$ cat src/rtl/demux_1a2.sv
`default_nettype none
// ============================================================================
// Module   : demux_1a2
// Purpose  : Receive-side 1:2 byte demultiplexer. Splits one valid-qualified
//            8-bit stream into two lanes, alternating lane 0 / lane 1 on
//            consecutive valid bytes and starting on lane 0. A sync byte can
//            force realignment onto lane 0, and an optional idle timeout
//            returns the selector to lane 0 after a long gap.
// Ports    : clk_2f         - single clock, rising edge
//            reset          - asynchronous active-low reset
//            data_in_c      - serialized byte stream
//            valid_in_c     - data_in_c qualifier
//            data_out_0_c   - lane 0 byte (0 when lane 0 not valid)
//            valid_out_0_c  - lane 0 qualifier
//            data_out_1_c   - lane 1 byte (0 when lane 1 not valid)
//            valid_out_1_c  - lane 1 qualifier
//            realign_c      - pulse: sync byte arrived while lane 1 was next
// Revision : 1.0 - initial release
// ============================================================================
module demux_1a2 #(
   parameter logic [7:0] SYNC_BYTE   = 8'hBC,
   parameter bit         ALIGN_EN    = 1'b1,
   parameter int         IDLE_CYCLES = 0
) (
   input  logic       clk_2f,
   input  logic       reset,
   input  logic [7:0] data_in_c,
   input  logic       valid_in_c,
   output logic [7:0] data_out_0_c,
   output logic       valid_out_0_c,
   output logic [7:0] data_out_1_c,
   output logic       valid_out_1_c,
   output logic       realign_c
);

   localparam logic [7:0] c_idle_lim = 8'(IDLE_CYCLES);
   localparam bit         c_idle_en  = (IDLE_CYCLES != 0);

   // Three-bit encoding leaves spare codes; any of them falls back to RESET.
   typedef enum logic [2:0] {
      ST_RESET = 3'd0,
      ST_IDLE  = 3'd1,
      ST_LANE0 = 3'd2,
      ST_LANE1 = 3'd3
   } state_t;

   state_t     r_state;
   logic       r_rel;        // first stage of the reset-release synchronizer
   logic [7:0] r_idle_cnt;

   logic       w_sync;
   logic       w_to_lane1;
   logic [7:0] w_cnt_inc;
   logic       w_expire;

   always_comb begin
      w_sync     = ALIGN_EN && (data_in_c == SYNC_BYTE);
      // Only a byte following a lane-0 byte goes to lane 1, and a sync byte
      // always overrides that.
      w_to_lane1 = (r_state == ST_LANE0) && !w_sync;
      // Saturating increment: the counter never wraps back to a small value.
      w_cnt_inc  = (r_idle_cnt == 8'hFF) ? r_idle_cnt : r_idle_cnt + 8'd1;
      w_expire   = c_idle_en && (w_cnt_inc >= c_idle_lim);
   end

   // Release synchronizer: r_rel is the first flop, the RESET state register
   // acts as the second, so the FSM leaves RESET on the 2nd edge after release.
   always_ff @(posedge clk_2f or negedge reset) begin
      if (!reset) begin
         r_rel <= 1'b0;
      end else begin
         r_rel <= 1'b1;
      end
   end

   always_ff @(posedge clk_2f or negedge reset) begin
      if (!reset) begin
         r_state       <= ST_RESET;
         r_idle_cnt    <= 8'd0;
         data_out_0_c  <= 8'd0;
         valid_out_0_c <= 1'b0;
         data_out_1_c  <= 8'd0;
         valid_out_1_c <= 1'b0;
         realign_c     <= 1'b0;
      end else begin
         // Outputs last exactly one cycle unless a byte is accepted below.
         data_out_0_c  <= 8'd0;
         valid_out_0_c <= 1'b0;
         data_out_1_c  <= 8'd0;
         valid_out_1_c <= 1'b0;
         realign_c     <= 1'b0;

         case (r_state)
            ST_RESET: begin
               r_idle_cnt <= 8'd0;
               if (r_rel) begin
                  r_state <= ST_IDLE;
               end
            end

            ST_IDLE, ST_LANE0, ST_LANE1: begin
               if (valid_in_c) begin
                  // A valid byte always wins over a coincident timeout.
                  r_idle_cnt <= 8'd0;
                  realign_c  <= w_sync && (r_state == ST_LANE0);
                  if (w_to_lane1) begin
                     data_out_1_c  <= data_in_c;
                     valid_out_1_c <= 1'b1;
                     r_state       <= ST_LANE1;
                  end else begin
                     data_out_0_c  <= data_in_c;
                     valid_out_0_c <= 1'b1;
                     r_state       <= ST_LANE0;
                  end
               end else if (c_idle_en && (r_state != ST_IDLE)) begin
                  if (w_expire) begin
                     r_state    <= ST_IDLE;
                     r_idle_cnt <= 8'd0;
                  end else begin
                     r_idle_cnt <= w_cnt_inc;
                  end
               end
            end

            default: begin
               r_state    <= ST_RESET;
               r_idle_cnt <= 8'd0;
            end
         endcase
      end
   end

endmodule
`default_nettype wire

$ cat config.mk
export PLATFORM = sky130hd
export DESIGN_NAME = demux_1a2
export DESIGN_NICKNAME = d
export VERILOG_FILES = /design/src/rtl/demux_1a2.sv
export SDC_FILE = /design/constraint.sdc
export NUM_CORES = 1
export LEC_CHECK = 0
export CAP_MARGIN = 15
export CORE_MARGIN = 2
export CORE_UTILIZATION = 45
export DETAILED_ROUTE_END_ITERATION = 8
export GPL_TIMING_DRIVEN = 0
export PLACE_DENSITY = 0.82
export REMOVE_ABC_BUFFERS = 1
export SYNTH_ARGS = -nofsm -noshare
export SYNTH_HDL_FRONTEND = slang
export SYNTH_SLANG_ARGS = --single-unit
export TNS_END_PERCENT = 1
$ cat constraint.sdc
create_clock -name clk_2f -period 1.93 [get_ports clk_2f]
set_input_delay 0.2895 -clock clk_2f [delete_from_list [all_inputs] [get_ports clk_2f]]
set_output_delay 0.2895 -clock clk_2f [all_outputs]
set_load 0.05 [all_outputs]
==> results of run 1 <==
## state kept, by name, indices dropped and copies added (netlist names)
signal,flops
data_out_0_c,8
r_rel,1
realign_c,1
r_state,2
valid_out_0_c,1
valid_out_1_c,1
data_out_1_c,8
## area by class of cell
class	count	area, sq um
repair buffers	29	290.3
flip-flops and latches	22	550.5
multi-input cells	35	237.7
fillers	125	566.8
clock buffers	3	22.52
well taps	17	21.27
## Yosys cell counts
cell type / number / area share
and2_2: 1 / 0.0095
and3_1: 2 / 0.016
and2_1: 7 / 0.055
nand2_1: 7 / 0.033
and4_4: 1 / 0.014
nor2_1: 6 / 0.028
nand2b_1: 2 / 0.016
conb_1: 1 / 0.0047
a31oi_4: 1 / 0.027
a211oi_4: 1 / 0.025
and3_2: 2 / 0.019
clkbuf_1: 1 / 0.0047
nor4b_4: 1 / 0.030
o21ai_0: 1 / 0.0063
nor2b_1: 2 / 0.016
dfrtp_1: 22 / 0.70
## stage by stage
step / hold WS [ns] / total power, mW / instances / setup slack [ns]
3_5_place_dp: 0.5654 / 1.107 / 103 / 0.2482
3_3_place_gp: 0.5513 / 1.103 / 103 / 0.2378
4_1_cts: 0.5221 / 1.298 / 106 / 0.1939
2_1_floorplan: -0.006091 / 0.9167 / 57 / 0.8452
6_report: 0.5056 / 1.289 / 106 / 0.2028
5_1_grt: 0.5853 / 1.348 / 106 / 0.1462
## logic make-up after synthesis
kind of cell    count (synthesis)
compound gates                  3
simple gates                   31
buf+inv                         1
other cells                     1
flops                          22
## layer usage
metal  global-route usage  vias to the layer above  share of wire
li1                     -                      249              -
met1               0.1944                      257           0.40
met2               0.2222                       22           0.53
met3              0.05159                        2          0.050
met4              0.08571                        0          0.015
met5                    0                        -              0
## power by group through the flow
| stage | registers (mW) | clock network (mW) | logic [mW] |
|---|---|---|---|
| finish | 0.581 | 0.192 | 0.516 |
| global route | 0.589 | 0.217 | 0.542 |
| CTS | 0.580 | 0.199 | 0.519 |
| detailed placement | 0.590 | 0 | 0.517 |
| global placement | 0.587 | 0 | 0.515 |
| floorplan | 0.819 | 0 | 0.0978 |
## worst paths after layout
path                                              from                        end  slack (ns)
worst max-delay path               realign_c$_DFF_PN0_                  realign_c        0.20
min in group clk_2f                       data_in_c[4]  data_out_0_c[4]$_DFF_PN0_        0.57
max in group asynchronous                        reset  data_out_1_c[4]$_DFF_PN0_        0.85
worst min register to register  r_state[1]$_DFFE_PN0P_     r_state[1]$_DFFE_PN0P_        0.58
worst min-delay path                             reset  data_out_1_c[0]$_DFF_PN0_        0.51
worst max register to register  r_state[0]$_DFFE_PN0P_  data_out_1_c[2]$_DFF_PN0_        0.82
==> impl_metrics.csv, run 1 <==
group,metric,value,unit
status,outcome,"finished clean",
timing,tightest_slew,0.9369,ns
placement,place_area,1100,sq um
grt,grt_antenna_before_repair,0,
grt,grt_max_degree,23,
clock_tree,clk_latency,0.29,ns
worst_setup_path,crit_fanout,1,
pwr,switchingPower,500.9,uW
floorplanning,dieArea,2111,sq um
synth,ys_ff_latch,22,
timing,tns,0,ns
synth,syn_avg_cell_area,13.66,sq um
final_layout,diodes,0,
floorplanning,core_area,1689,sq um
clock_tree,cts_sinks,22,
worst_setup_path,end_kind,"output pin",
timing,hold_viol_final,0,
final_layout,final_cell_mix,"clkdlybuf4s50_1, dfrtp_1, nand2_1, and2_1, nor2_1",
floorplanning,start_util,0.4689,
worst_setup_path,crit_buf_inv,1,
placement,place_congestion,0.6621,
clock_tree,cts_tree,"done",
placement,io_buffers,29,
clock_tree,cts-root-buf,"clkbuf_4",
flow_run,drv_cap,0,
timing,fmax,579.0,MHz
grt,first_global_vias,485,
timing,relSlewSlack,0.3735,
timing,period_needed,1.727,ns
drt,firstDrtPassIters,4,
grt,grt_overflow_total,0,
final_layout,final_nets,102,
drt,dr_total_vias,530,
pwr,clkPwrFrac,0.149,
clock_tree,cts_max_path_buffers,2,
worst_setup_path,crit_type,"register to output pin",
clock_tree,postCtsSetupBuffers,0,
drt,first_iter_violations,1,
worst_setup_path,crit_chain,"clkdlybuf4s50_1",
hold_path,worstHoldPathType,"input pin to async pin",
pwr,ir_drop,589.3,uV
synth,synth_xor_area_frac,0,
synth,synthAdderAreaFrac,0,
worst_setup_path,cp.depth,1,
drt,wl_per_cell,12.75,um
clock_tree,cts_resized,0,
final_layout,layout_commonest_cell,"clkdlybuf4s50_1",
worst_setup_path,ff2ff_path_depth,2,
worst_setup_path,critPathTopFamily,"buffers and inverters",
final_layout,drive_gt1_frac,0.1124,
synth,synth_mux_area_frac,0,
timing,report.final.slew_viol_count,0,
pwr,p_leak,0.5118,nW
synth,synth_simple_gate_area_frac,0.2370,
synth,synth_top_family_by_area,"simple AND/OR/NAND/NOR gates",
final_layout,stdcell_area,1122,sq um
clock_tree,cts.clk_slew.worst_paths,0.10,ns
timing,clock_skew,0.001291,ns
drt,drt_wl_total,1351,um
synth,yosysWarnings,0,
synth,netlist_area,792.0,sq um
worst_setup_path,worst_ep_required_time,1.64,ns
drt,drt.antenna.violating_nets,0,
pwr,power_density,1149,nW/um^2
timing,finalSetupViolations,0,
worst_setup_path,cp.arrival,1.44,ns
drt,viasPerCell,5.000,
final_layout,areaGrowthSynthToFinish,41.71,%
timing,fin_crit_sh,0.8949,
grt,grt_pass1_wl,2187,um
worst_setup_path,cpPeakStageDelay,0.79,ns
pwr,pwr-share-comb,0.400,
synth,synth_cells,58,
clock_tree,cts_buffers,3,
floorplanning,die_h,45.95,um
drt,drc_errors,0,
clock_tree,hold_buffers,0,
placement,dpl.hpwl,979.1,um
synth,synth-seq-area-share,0.6951,
floorplanning,dieWidth,45.95,um
synth,ys_types,16,
floorplanning,num_rows,15,
clock_tree,h-tree-depth,1,
synth,synth_compound_area_frac,0.05845,
worst_setup_path,slowest_stage,"clkdlybuf4s50_1",
floorplanning,io-pin-count,30,
pwr,internal-power,788.2,uW
pwr,seqPwrFrac,0.451,
worst_setup_path,start_kind,"register",
grt,gr-usage-all-layers,0.1517,
final_layout,fin_util,0.6644,
pwr,p_sw_frac,0.3886,
timing,rsz0062_at_grt,"no",
(Power assumes the default switching activity.)
==> run 2: changes to the inputs <==
--- a/config.mk
+++ b/config.mk
@@ -10,7 +10,8 @@
 export CORE_UTILIZATION = 45
 export DETAILED_ROUTE_END_ITERATION = 8
 export GPL_TIMING_DRIVEN = 0
-export PLACE_DENSITY = 0.82
+export MAX_ROUTING_LAYER = met4
+export PLACE_DENSITY_LB_ADDON = 0.2
 export REMOVE_ABC_BUFFERS = 1
 export SYNTH_ARGS = -nofsm -noshare
 export SYNTH_HDL_FRONTEND = slang
==> run 2 against run 1 <==
  * Cell area up 1.2%
  * Maximum frequency down 0.96%
  * Clock power up 30%
  * Combinational power about the same
  * Non-clock buffer count unchanged
  * Largest cell class unchanged
  * Worst setup slack worse by 0.017 ns
  * Global-route usage up 0.25 points
  * Critical path depth unchanged
  * Clock skew up 0.0016 ns
  * Sequential cell count unchanged
  * Sequential power about the same
==> impl_metrics.csv, run 2 (same netlist as run 1, synthesis figures left out) <==
group,metric,value,unit
status,outcome,"finished clean",
grt,grt_antenna_before_repair,0,
floorplanning,start_util,0.4689,
worst_setup_path,r2r_end,"data_out_1_c[7]$_DFF_PN0_",
floorplanning,core_area,1689,sq um
timing,report.final.slew_viol_count,0,
flow_run,drv_cap,0,
placement,io_buffers,29,
worst_setup_path,crit_type,"register to output pin",
clock_tree,h-tree-depth,1,
clock_tree,cts_buffers,3,
drt,drt.antenna.violating_nets,0,
final_layout,areaGrowthSynthToFinish,43.44,%
final_layout,diodes,0,
worst_setup_path,critPathTopFamily,"buffers and inverters",
floorplanning,io-pin-count,30,
timing,finalSetupViolations,0,
worst_setup_path,slowest_stage,"clkdlybuf4s50_1",
worst_setup_path,cpPeakStageDelay,0.80,ns
worst_setup_path,crit_buf_inv,1,
worst_setup_path,cp.arrival,1.45,ns
worst_setup_path,worst_ep_required_time,1.64,ns
grt,gr-usage-all-layers,0.1542,
drt,drc_errors,0,
clock_tree,clk_latency,0.31,ns
final_layout,final_nets,102,
worst_setup_path,start_kind,"register",
placement,dpl.hpwl,949.3,um
clock_tree,cts-root-buf,"clkbuf_4",
floorplanning,dieArea,2111,sq um
worst_setup_path,ff2ff_path_depth,3,
timing,tightest_slew,0.9398,ns
grt,grt_pass1_wl,2070,um
pwr,p_leak,0.5190,nW
timing,clock_skew,0.002856,ns
grt,first_global_vias,461,
grt,grt_max_degree,23,
placement,place_area,1100,sq um
final_layout,drive_gt1_frac,0.1222,
worst_setup_path,r2r_setup_slack,0.82,ns
clock_tree,hold_buffers,0,
pwr,ir_drop,580.9,uV
clock_tree,cts_resized,0,
hold_path,worstHoldPathType,"input pin to async pin",
timing,relSlewSlack,0.3715,
worst_setup_path,r2r-start,"r_state[1]$_DFFE_PN0P_",
final_layout,fill_cells,136,
pwr,total_power,1.344,mW
floorplanning,die_h,45.95,um
final_layout,stdcell_area,1136,sq um
drt,wl_per_cell,12.59,um
drt,firstDrtPassIters,4,
worst_setup_path,crit_fanout,1,
drt,drt_wl_total,1347,um
timing,hold_viol_final,0,
clock_tree,cts_tree,"done",
pwr,power_density,1183,nW/um^2
floorplanning,dieWidth,45.95,um
clock_tree,cts.clk_slew.worst_paths,0.12,ns
clock_tree,cts_sinks,22,
floorplanning,num_rows,15,
timing,period_needed,1.744,ns
drt,viasPerCell,4.916,
drt,first_iter_violations,2,
timing,whs,0.4928,ns
timing,tns,0,ns
final_layout,fin_util,0.6726,
final_layout,top_regs,"data_out_0_c: 8 flops, data_out_1_c: 8 flops, r_state: 2 flops",
grt,grt_overflow_total,0,
clock_tree,postCtsSetupBuffers,0,
placement,place_congestion,0.6723,
timing,rsz0062_at_grt,"no",
drt,dr_total_vias,526,
clock_tree,cts_max_path_buffers,2,
worst_setup_path,crit_chain,"clkdlybuf4s50_1",
timing,fin_crit_sh,0.9036,
final_layout,layout_commonest_cell,"clkdlybuf4s50_1",
worst_setup_path,end_kind,"output pin",
timing,fmax,573.4,MHz
final_layout,final_cell_mix,"clkdlybuf4s50_1, dfrtp_1, nand2_1, and2_1, nor2_1",
## run 2: cell types whose count changed in the layout (fill, tap and decap cells not counted)
cell      before  now
clkbuf_8       0    1
## run 2: per-stage QoR
step | setup WS (ns) | instances
after floorplan | 0.8452 | 57
after global placement | 0.2188 | 103
after detailed placement | 0.2183 | 103
after CTS | 0.1747 | 107
after global routing | 0.1379 | 107
final | 0.1860 | 107
## run 2: layout make-up
type / instances / area, sq um / area share
Sequential cell: 22 / 550.5 / 0.4846
Timing Repair Buffer: 29 / 290.3 / 0.2555
Multi-Input combinational cell: 35 / 237.7 / 0.2093
Clock buffer: 4 / 36.28 / 0.03194
Tap cell: 17 / 21.27 / 0.01872
## run 2: how the worst max path moves through the flow
stage,from,endpoint,slack (ns),cells after the start
after floorplan,data_in_c[6],data_out_1_c[2]$_DFF_PN0_,0.85,3
after global placement,valid_in_c,data_out_1_c[2]$_DFF_PN0_,0.22,4
after detailed placement,valid_in_c,data_out_1_c[7]$_DFF_PN0_,0.22,4
after CTS,data_out_0_c[3]$_DFF_PN0_,data_out_0_c[3],0.17,1
after global routing,data_out_1_c[4]$_DFF_PN0_,data_out_1_c[4],0.14,1
final,data_out_1_c[1]$_DFF_PN0_,data_out_1_c[1],0.19,1
## run 2: metal layers
metal	global-route usage	vias up	wire, um
met2	0.2222	15	659
met4	0.1029	0	39
met1	0.1835	257	586
met3	0.04762	5	62
li1	-	249	-
met5	-	-	0
## run 2: power by group
group / switching [mW] / internal, mW / leakage, nW
sequential: 0.0448 / 0.534 / 0.287
clock: 0.135 / 0.115 / 0.0210
combinational: 0.333 / 0.181 / 0.211
total: 0.513 / 0.831 / 0.519
==> run 3: changes to the inputs <==
--- a/config.mk
+++ b/config.mk
@@ -13,6 +13,7 @@
 export MAX_ROUTING_LAYER = met4
 export PLACE_DENSITY_LB_ADDON = 0.2
 export REMOVE_ABC_BUFFERS = 1
+export SLEW_MARGIN = 10
 export SYNTH_ARGS = -nofsm -noshare
 export SYNTH_HDL_FRONTEND = slang
 export SYNTH_SLANG_ARGS = --single-unit
==> results of run 3 <==
Final layout, timing and power as in run 2 (identical DEF).
